**src/rtl/fifo_package.sv**
```systemverilog
// Shared sizing for the FIFO storage array and its controller.
package fifo_package;

  localparam int DATA_WIDTH = 32;
  localparam int DEPTH      = 16;
  localparam int ADDR_WIDTH = $clog2(DEPTH);

  typedef logic [DATA_WIDTH-1:0] word_t;

endpackage

```
**src/rtl/sp_sram.sv**
```systemverilog
// Single-port RAM holding the FIFO words: one access per cycle, read-first on writes,
// registered read data one clock after the address.
module sp_sram #(
  parameter int DATA_WIDTH = fifo_package::DATA_WIDTH,
  parameter int DEPTH      = fifo_package::DEPTH,
  parameter int ADDR_WIDTH = fifo_package::ADDR_WIDTH
) (
  input  logic                  clk,
  input  logic                  rst,
  input  logic [ADDR_WIDTH-1:0] addr_i,
  input  logic [DATA_WIDTH-1:0] wdata_i,
  input  logic                  we_i,
  output logic [DATA_WIDTH-1:0] rdata_o
);

  // Access semantics: addr_i/we_i/wdata_i are sampled every rising edge; there is no
  // valid/ready pair, so the controller must hold a read address until it takes rdata_o.

  if (DEPTH < 2) begin : g_depth_check
    $error("sp_sram: DEPTH must be at least 2");
  end
  if (DEPTH > (1 << ADDR_WIDTH)) begin : g_addr_check
    $error("sp_sram: ADDR_WIDTH too narrow for DEPTH");
  end

  localparam logic [ADDR_WIDTH:0] DEPTH_L = (ADDR_WIDTH + 1)'(DEPTH);

  logic [DATA_WIDTH-1:0] mem [DEPTH];
  logic                  in_range;

  // Only reachable as false when DEPTH is not a power of two.
  assign in_range = ({1'b0, addr_i} < DEPTH_L);

  // Storage is never cleared, so it stays a plain RAM without a reset path.
  always_ff @(posedge clk) begin
    if (!rst && we_i && in_range) begin
      mem[addr_i] <= wdata_i;
    end
  end

  always_ff @(posedge clk) begin
    if (rst) begin
      rdata_o <= '0;
    end else if (in_range) begin
      rdata_o <= mem[addr_i];
    end else begin
      rdata_o <= '0;
    end
  end

endmodule

```
**config.mk**
```make
export PLATFORM = sky130hd
export DESIGN_NAME = sp_sram
export DESIGN_NICKNAME = d
export VERILOG_FILES = /design/src/rtl/fifo_package.sv /design/src/rtl/sp_sram.sv
export SDC_FILE = /design/constraint.sdc
export NUM_CORES = 1
export LEC_CHECK = 0
export CAP_MARGIN = 25
export CORE_MARGIN = 5
export CORE_UTILIZATION = 30
export DETAILED_ROUTE_END_ITERATION = 6
export PLACE_DENSITY = 0.5
export SETUP_SLACK_MARGIN = 0.4
export SLEW_MARGIN = 20
export SYNTH_ARGS = -nofsm -noshare
export SYNTH_HDL_FRONTEND = slang
export SYNTH_SLANG_ARGS = --single-unit
```
**constraint.sdc**
```tcl
create_clock -name clk -period 6.3 [get_ports clk]
set_clock_uncertainty 0.15 [all_clocks]
set_input_delay 1.26 -clock clk [delete_from_list [all_inputs] [get_ports clk]]
set_output_delay 1.26 -clock clk [all_outputs]
set_load 0.02 [all_outputs]
```
==> qor.csv <==
stage,metric,value,unit
layout,Nets,1095,
routing,ANT nets after route,0,
sta,Slew HR,30.0,%
layout,Filler cells,6170,
run_status,status,finished clean,
floorplanning,Die Height,270,um
place,GPL Wtd Cong,0.713,
place,dpl cell area,22400,sq um
layout,Post-Layout Cell Count,1973,
routing,Vias,9547,
routing,final routed DRC violation total,0,
layout,n_diodes,0,
synth,Syn Nets,989,
min_path,Hold Path Sink,rdata_o[5],
routing,vias per cell,4.84,
global_route,Overflow after GRT,0,
sta,Worst-Margin Slew,1.05,ns
clock_network,total CTS buffers,57,
global_route,GR peak layer,met2,
global_route,met3 GRT Util,2.40,%
min_path,min-delay src,mem[12][5],
critical_path,reg2reg start,mem[4][3],
layout,"Design Area, Final",24200,sq um
power_and_ir_drop,peak supply drop,0.186,mV
floorplanning,Initial Util,30.2,%
sta,RSZ-0062 raised after global routing,false,
place,placed cell count,1869,
clock_network,CTS Hold Buffers Added,0,
critical_path,flop2flop setup slack,4.69,ns
synth,top cell type by total area after synthesis,edfxtp_1,
sta,min cycle time layout,3.63,ns
critical_path,"Arr. time, crit path",3.69,ns
power_and_ir_drop,Pwr per Cell Area,312,nW/um^2
routing,DR iter-0 viols,686,
flow_run,number of max-cap violations,0,
synth,Synth Cell Area,20300,sq um
global_route,met1 GRT Util,18.6,%
synth,"Seq/Total Area, Yosys",79.1,%
synth,area share of the largest cell type after synthesis,75.9,%
layout,Area Growth Syn to Fin,19.3,%
floorplanning,# rows,95,
global_route,largest net degree at the start of global routing,91,
critical_path,CP Launch Type,primary input,
floorplanning,core area,67000,sq um
critical_path,Worst R2R Path Depth,3,
floorplanning,width of the die,270,um
clock_network,clk sinks,544,
critical_path,CP Class,in2reg,
global_route,GRT Resource Usage Total,13.0,%
clock_network,insertion delay to the later sink of the worst-skew pair,0.59,ns
sta,Fin. Hold Viols,0,
sta,Final setup violation count,0,
synth,#FFs+latches synth,544,
global_route,initial antenna violation count,1,
routing,DRT Pass-1 Iters,5,
clock_network,CTS tree,done,
place,DP Wirelength,28.2,mm
global_route,number of global-route vias before repair,10230,
sta,f_max,276,MHz
clock_network,Clock Tree Root,clkbuf_16,
synth,post-synth cell types,25,
floorplanning,IO Count,71,
critical_path,Crit Path Max Fanout,25,
sta,setup tns final,0,ns
routing,Wirelength per Cell,24.4,um
critical_path,worst r2r dst,rdata_o[3],
layout,proportion of layout cells with a drive suffix above 1,23.7,%
sta,hold_ws,0.536,ns
clock_network,Clock transition at path regs,0.06,ns
critical_path,Critical Path RT,6.36,ns
synth,Yosys warning total,0,
min_path,hold path cells,3,
sta,fin crit share,57.5,%
global_route,met2 Use GR,20.7,%
place,Port Buffers,70,
critical_path,Critical Path End Type,flop,
synth,top cells by area in the synthesized netlist,"edfxtp_1, mux4_2, mux2_2",
floorplanning,die area,72800,sq um
clock_network,CTS Buffer Depth,3,
routing,WL final,48.2,mm
global_route,first-pass GRT wire length,71.0,mm
power_and_ir_drop,Pleak,7.64,nW
min_path,worst min-delay path category,reg2reg,
sta,Final Slew Violations,0,
clock_network,H-tree depth,2,
clock_network,post_cts resized,0,
synth,Syn Inst Count,950,
synth,Synth Area per Inst,21.3,sq um
clock_network,post-CTS setup buffer count,0,
through the flow:
step	utilization [%]	power, W	worst slack [ns]
4_1_cts	36.0	0.00766	2.55
6_report	36.1	0.00755	2.67
2_1_floorplan	-	0.00431	1.46
3_5_place_dp	33.5	0.00452	1.92
3_3_place_gp	32.9	0.00451	1.93
5_1_grt	36.1	0.00783	2.60
critical path, stage by stage:
cell	delay, ns
clkdlybuf4s50_1	0.58
nand4b_1	0.52
nor3_2	0.72
buf_4	0.57
power by group:
group	internal (W)	switching [W]	leakage [nW]
clock	0.00180	0.00132	0.836
combinational	0.000163	0.000238	1.92
sequential	0.00401	0.0000190	4.88
placed cells by master (no fill, tap or decap):
master	count
nor2b_4	1
buf_12	3
nor3b_4	1
clkinv_1	9
nor3_4	1
bufinv_16	3
nand4b_1	1
buf_16	13
a22oi_1	32
or2_2	1
o31ai_1	32
nand2b_2	1
clkbuf_8	2
or4b_4	1
clkinvlp_4	2
nand4bb_1	2
mux4_2	64
mux2i_1	64
nor3_2	3
nand2_2	1
a22o_1	32
edfxtp_1	512
buf_8	4
o22ai_1	32
nor2_4	13
clkbuf_16	57
nand2_1	1
clkinv_2	10
mux2_2	64
clkbuf_1	20
clkdlybuf4s50_1	68
dfxtp_1	32
and3b_2	1
buf_4	15
nand2b_1	2
routing by layer:
| metal | vias up | part of all wire, % | wire length (um) |
|---|---|---|---|
| met2 | 205 | 47 | 22600 |
| met3 | 74 | 4.2 | 2030 |
| met4 | 2 | 2.2 | 1080 |
| met1 | 5071 | 47 | 22400 |
| met5 | - | 0.039 | 19 |
| li1 | 4195 | - | - |
worst max-delay path by stage:
stage	startpoint	end	slack, ns	depth (start not counted)
2_1_floorplan	addr_i[1]	mem[3][0]	1.46	5
3_3_place_gp	addr_i[3]	mem[9][19]	1.93	3
3_5_place_dp	addr_i[3]	mem[7][11]	1.92	4
4_1_cts	addr_i[3]	mem[7][18]	2.55	4
5_1_grt	addr_i[3]	mem[6][5]	2.60	4
6_report	rst	mem[3][18]	2.67	4
flip-flops by register name, summed over array words and instances (netlist names):
name,count
mem,512
rdata_o,32
cell families after synthesis:
group / after synthesis / synth area share, %
flip-flops: 544 / 79.1
AO/OA/AOI/OAI: 128 / 4.74
buffers and inverters: 56 / 1.49
multiplexers: 192 / 13.8
AND/OR/NAND/NOR: 30 / 0.883
final cells by class:
cell class / count / area (sq um) / area share (%)
tap: 873 / 1090 / 4.52
sequential: 544 / 16000 / 66.2
clock buffer: 79 / 1530 / 6.32
clock inverter: 24 / 189 / 0.781
multi-input combinational: 350 / 4080 / 16.9
timing repair buffer: 103 / 1270 / 5.26
synthesized netlist by cell type, drive strengths merged:
cell type  instances
mux4              64
mux2              64
edfxtp           512
nand4bb            2
mux2i             64
or4b               1
nand2              2
o31ai             32
dfxtp             32
buf               27
and3b              1
or2                1
nand2b             3
nor2              13
nor3               4
nor3b              1
nor2b              1
o22ai             32
a22oi             32
nand4b             1
a22o              32
clkbuf            29
Note: power is estimated with default switching activity, not from simulation.
==> RTL edit 1, RTL diff (same flow settings) <==
Register the output `rdata_o` once more, cleared by the reset; this adds one clock of latency there.
--- a/src/rtl/sp_sram.sv
+++ b/src/rtl/sp_sram.sv
@@ -12,6 +12,8 @@
   input  logic                  we_i,
   output logic [DATA_WIDTH-1:0] rdata_o
 );
+
+  logic [DATA_WIDTH-1:0] rdata_s0;
 
   // Access semantics: addr_i/we_i/wdata_i are sampled every rising edge; there is no
   // valid/ready pair, so the controller must hold a read address until it takes rdata_o.
@@ -40,11 +42,19 @@
 
   always_ff @(posedge clk) begin
     if (rst) begin
+      rdata_s0 <= '0;
+    end else if (in_range) begin
+      rdata_s0 <= mem[addr_i];
+    end else begin
+      rdata_s0 <= '0;
+    end
+  end
+
+  always_ff @(posedge clk) begin
+    if (rst) begin
       rdata_o <= '0;
-    end else if (in_range) begin
-      rdata_o <= mem[addr_i];
     end else begin
-      rdata_o <= '0;
+      rdata_o <= rdata_s0;
     end
   end
 
Behaviour: not the same (Yosys sat finds a counterexample within 4 cycles, from zero or initial values and one cycle with rst high).
==> RTL edit 1 against the unedited design <==
  * Total power is 4.2% higher
  * Sequential share of layout area increased by 0.43 points
  * Clock power grew 4%
  * Critical path type unchanged
  * Wire length up 1.9%
  * Synthesized area is 4.6% higher
  * Sequential cell count up 32
  * Combinational power shrank 2%
  * Design area rose by 3.3%
  * Critical endpoint is now mem[8][27]
  * Worst setup slack got worse by 97 ps
  * Largest power group unchanged
==> RTL edit 1: results (changes against the unedited design) <==
Final layout:
- The non-clock buffer area fraction after layout is 4.38% (was 5.26%).
- The share of post-route cells with drive strength above 1 is 22.3% (was 23.7%).
- The fraction of area in registers is 66.7% (was 66.2%).
- The total number of nets in the final design came to 1156 (was 1095).
- Largest registers: mem (512), rdata_o (32), rdata_s0 (32) (was mem (512), rdata_o (32)).
- The footprint of the flip-flops and latches was 0.0167 mm² (was 0.0160 mm²).
- The filler cell count is 6480 (was 6170).
- The non-clock buffer instance count of the final layout is 99 (was 103).
- The count of multi-input gates came to 382 (was 350).
- The clock buffer and inverter area fraction after layout is 7.08% (was 7.11%).
- The multi-input gate share of total cell area is 17.2% (was 16.9%).

Pwr:
- The worst voltage drop across the vdd grid is 0.000210 V (was 0.000186 V).
- The static leakage power came to 7.95 nW (was 7.64 nW).
- The cell-internal power is 6.22 mW (was 5.98 mW).

Clock network:
- The total clock buffers created by CTS is 58 (was 57).

Synthesis:
- The area fraction in compound gates after synthesis is 4.53% (was 4.74%).
- The register area share after synthesis was 78.6% (was 79.1%).
- The mean area per synthesized cell came to 20.8 µm² (was 21.3 µm²).
- The count of distinct cell types in the synthesized netlist was 27 (was 25).
- The flop and latch count out of synthesis is 576 (was 544).
- Largest cells by area after synthesis: edfxtp_1 (73%), mux4_2 (6.6%), dfxtp_1 (6.0%) (was edfxtp_1 (76%), mux4_2 (7.1%), mux2_2 (3.6%)).

Status:
- Status: completed (unchanged).

Setup path:
- The capture instance of the worst register-to-register path was rdata_s0[2] (was rdata_o[3]).
- The critical path capture point was mem[8][27] (was mem[3][18]).
- The startpoint of the worst register-to-register path is mem[4][2] (was mem[4][3]).
- The critical-path maximum fanout is 23 (was 25).
- The register-to-register setup slack was 4600 ps (was 4690 ps).

Routing:
- The met1 wire length is 21300 µm (was 22400 µm).
- The count of vias placed by the detailed router is 9993 (was 9547).
- The wire length on met3 is 2320 µm (was 2030 µm).
- The amount of wire on met2 after detailed routing came to 24400 µm (was 22600 µm).
- The wire length per cell after detailed routing is 23.3 µm (was 24.4 µm).

Worst hold path:
- The endpoint with the worst hold slack is rdata_o[19] (was rdata_o[5]).
- The launch instance of the worst min-delay path is rdata_s0[19] (was mem[12][5]).

Global routing:
- The global router's overall resource usage is 13.0% (about the same).
- The met1 demand-to-capacity share in global routing is 17.3% (was 18.6%).

Place:
- The cell area after placement is 0.0232 mm² (was 0.0224 mm²).
- The routability congestion estimate from global placement is 0.692 (was 0.713).
- The post-DP HPWL was 28700 µm (was 28200 µm).
RTL edit 1: per-stage QoR:
step | std cells | power [mW] | hold WS (ps) | setup slack [ps]
after floorplan | 1018 | 4.54 | 264 | 1350
after global placement | 1987 | 4.72 | 267 | 2080
after detailed placement | 1997 | 4.73 | 273 | 1890
after CTS | 2104 | 7.98 | 287 | 2540
after global routing | 2104 | 8.17 | 310 | 2500
final | 2104 | 7.87 | 284 | 2580
RTL edit 1: power by group through the flow:
stage                     clock (mW)  sequential [mW]  combinational (mW)
final                           3.23             4.24               0.394
after floorplan                    0             4.34               0.206
after global routing            3.50             4.25               0.425
after detailed placement           0             4.33               0.404
after global placement             0             4.33               0.391
after CTS                       3.33             4.25               0.405
RTL edit 1: worst max-delay path, cell delays in order:
cell and delay (ps):
clkdlybuf4s50_1 970, nand2b_1 440, nor2_4 840, buf_4 340
==> RTL edit 2, RTL diff (same flow settings) <==
Without the edit above. Set the package constant `DATA_WIDTH` to 16 (it was 32).
--- a/src/rtl/fifo_package.sv
+++ b/src/rtl/fifo_package.sv
@@ -1,7 +1,7 @@
 // Shared sizing for the FIFO storage array and its controller.
 package fifo_package;
 
-  localparam int DATA_WIDTH = 32;
+  localparam int DATA_WIDTH = 16;
   localparam int DEPTH      = 16;
   localparam int ADDR_WIDTH = $clog2(DEPTH);
 
Interface: changed (resized rdata_o and wdata_i); port bits go from 71 to 39. No check against the original RTL was run, so the function may have changed too.
==> RTL edit 2 against the unedited design <==
  * Via count shrank 50%
  * Non-clock buffer count shrank 51
  * Count of clock-buffer cells in the layout shrank 36
  * Register-to-register slack lost 120 ps
  * Total power shrank 49%
  * Synthesized area shrank 49%
  * Design area shrank 50%
  * Wire length shrank 56%
  * Sequential cell count shrank 272
  * Worst setup slack gained 270 ps
  * Largest cell class unchanged
==> RTL edit 2: results (changes against the unedited design) <==
Status:
- Status: completed (unchanged).

Place:
- The routability congestion estimate from global placement is 0.711 (was 0.713).
- The post-place setup slack is 2360 ps (was 1920 ps).
- The post-DP HPWL was 12800 µm (was 28200 µm).

Global routing:
- The number of antenna violations at the first check in global routing was 0 (was 1).
- The global router's overall resource usage is 11.1% (was 13.0%).
- The largest net degree at the start of global routing came to 57 (was 91).

Synthesis:
- Largest cells by area after synthesis: edfxtp_1 (75%), mux4_2 (7.0%), mux2_2 (3.5%) (was edfxtp_1 (76%), mux4_2 (7.1%), mux2_2 (3.6%)).
- The number of flops mapped to enable cells by yosys was 256 (was 512).
- Ranking of synthesized cells by instance count: edfxtp_1 (256), mux2_2 (32), mux2i_1 (32), mux4_2 (32) (was edfxtp_1 (512), mux2_2 (64), mux2i_1 (64), mux4_2 (64)).
- The number of nets produced by synthesis is 513 (was 989).
- The count of distinct cell types in the synthesized netlist is 27 (was 25).
- The area fraction in compound gates after synthesis is 4.69% (was 4.74%).

Pwr:
- The worst voltage drop across the vdd grid was 0.000185 V (was 0.000186 V).
- The static leakage power came to 3.83 nW (was 7.64 nW).

Worst hold path:
- The launch instance of the worst min-delay path is mem[14][7] (was mem[12][5]).
- The endpoint with the worst hold slack is rdata_o[7] (was rdata_o[5]).

Routing:
- The iteration-0 DRC count of the detailed router was 280 (was 686).
- The via count normalized by instance count was 4.69 (was 4.84).
- The total wire length after detailed routing was 21200 µm (was 48200 µm).
- The count of TritonRoute iterations in the first routing pass is 4 (was 5).

STA:
- The minimum hold slack is 570 ps (was 536 ps).
- The worst slew slack as a fraction of its limit came to 32.8% (was 30.0%).

Setup path:
- The delay of the slowest cell on the worst path came to 800 ps (was 720 ps).
- The critical-path maximum fanout is 56 (was 25).
- The startpoint of the worst register-to-register path is mem[6][0] (was mem[4][3]).
- The slowest stage cell on the critical path was buf_4 (was nor3_2).
- The critical path's top delay family is buffers and inverters (was simple AND/OR/NAND/NOR gates).
- The register-to-register setup slack is 4570 ps (was 4690 ps).
- The capture instance of the worst register-to-register path is rdata_o[0] (was rdata_o[3]).
- The first element of the critical path is addr_i[0] (was rst).

Clock network:
- The total clock buffers created by CTS is 29 (was 57).
- The H-tree depth is 1 (was 2).
- The clock latency on the worst-skew pair was 530 ps (was 590 ps).

Final layout:
- The share of post-route cells with drive strength above 1 came to 23.9% (was 23.7%).
- The filler cell count came to 3038 (was 6170).
- Largest registers: mem (256), rdata_o (16) (was mem (512), rdata_o (32)).
[RTL edit 2: report_power, final]
group,internal [mW],switching (mW),total [mW]
sequential,2.01,0.00734,2.01
combinational,0.0810,0.113,0.194
clock,0.975,0.635,1.61
total,3.06,0.755,3.82
[RTL edit 2: final cells by class]
cell class	instances	area [µm²]	area share (%)
clock buffer	43	818	6.78
clock inverter	9	101	0.839
multi-input combinational	190	2100	17.4
sequential	272	8010	66.3
tap	448	561	4.64
timing repair buffer	52	493	4.08
[RTL edit 2: metrics by stage]
stage,power [mW],utilization (%),instances
after floorplan,2.16,-,490
after global placement,2.25,33.1,960
after detailed placement,2.25,33.1,960
after CTS,3.87,35.8,1012
after global routing,3.97,35.9,1014
final,3.82,35.9,1014
[RTL edit 2: per-layer routing]
metal  up-vias  GRT usage (%)  wire length [µm]
met5         -              0                 0
met4         0           2.47               293
met3        23           2.01              1080
met2        85           19.5             10900
met1      2497           14.5              8970
li1       2153              -                 -
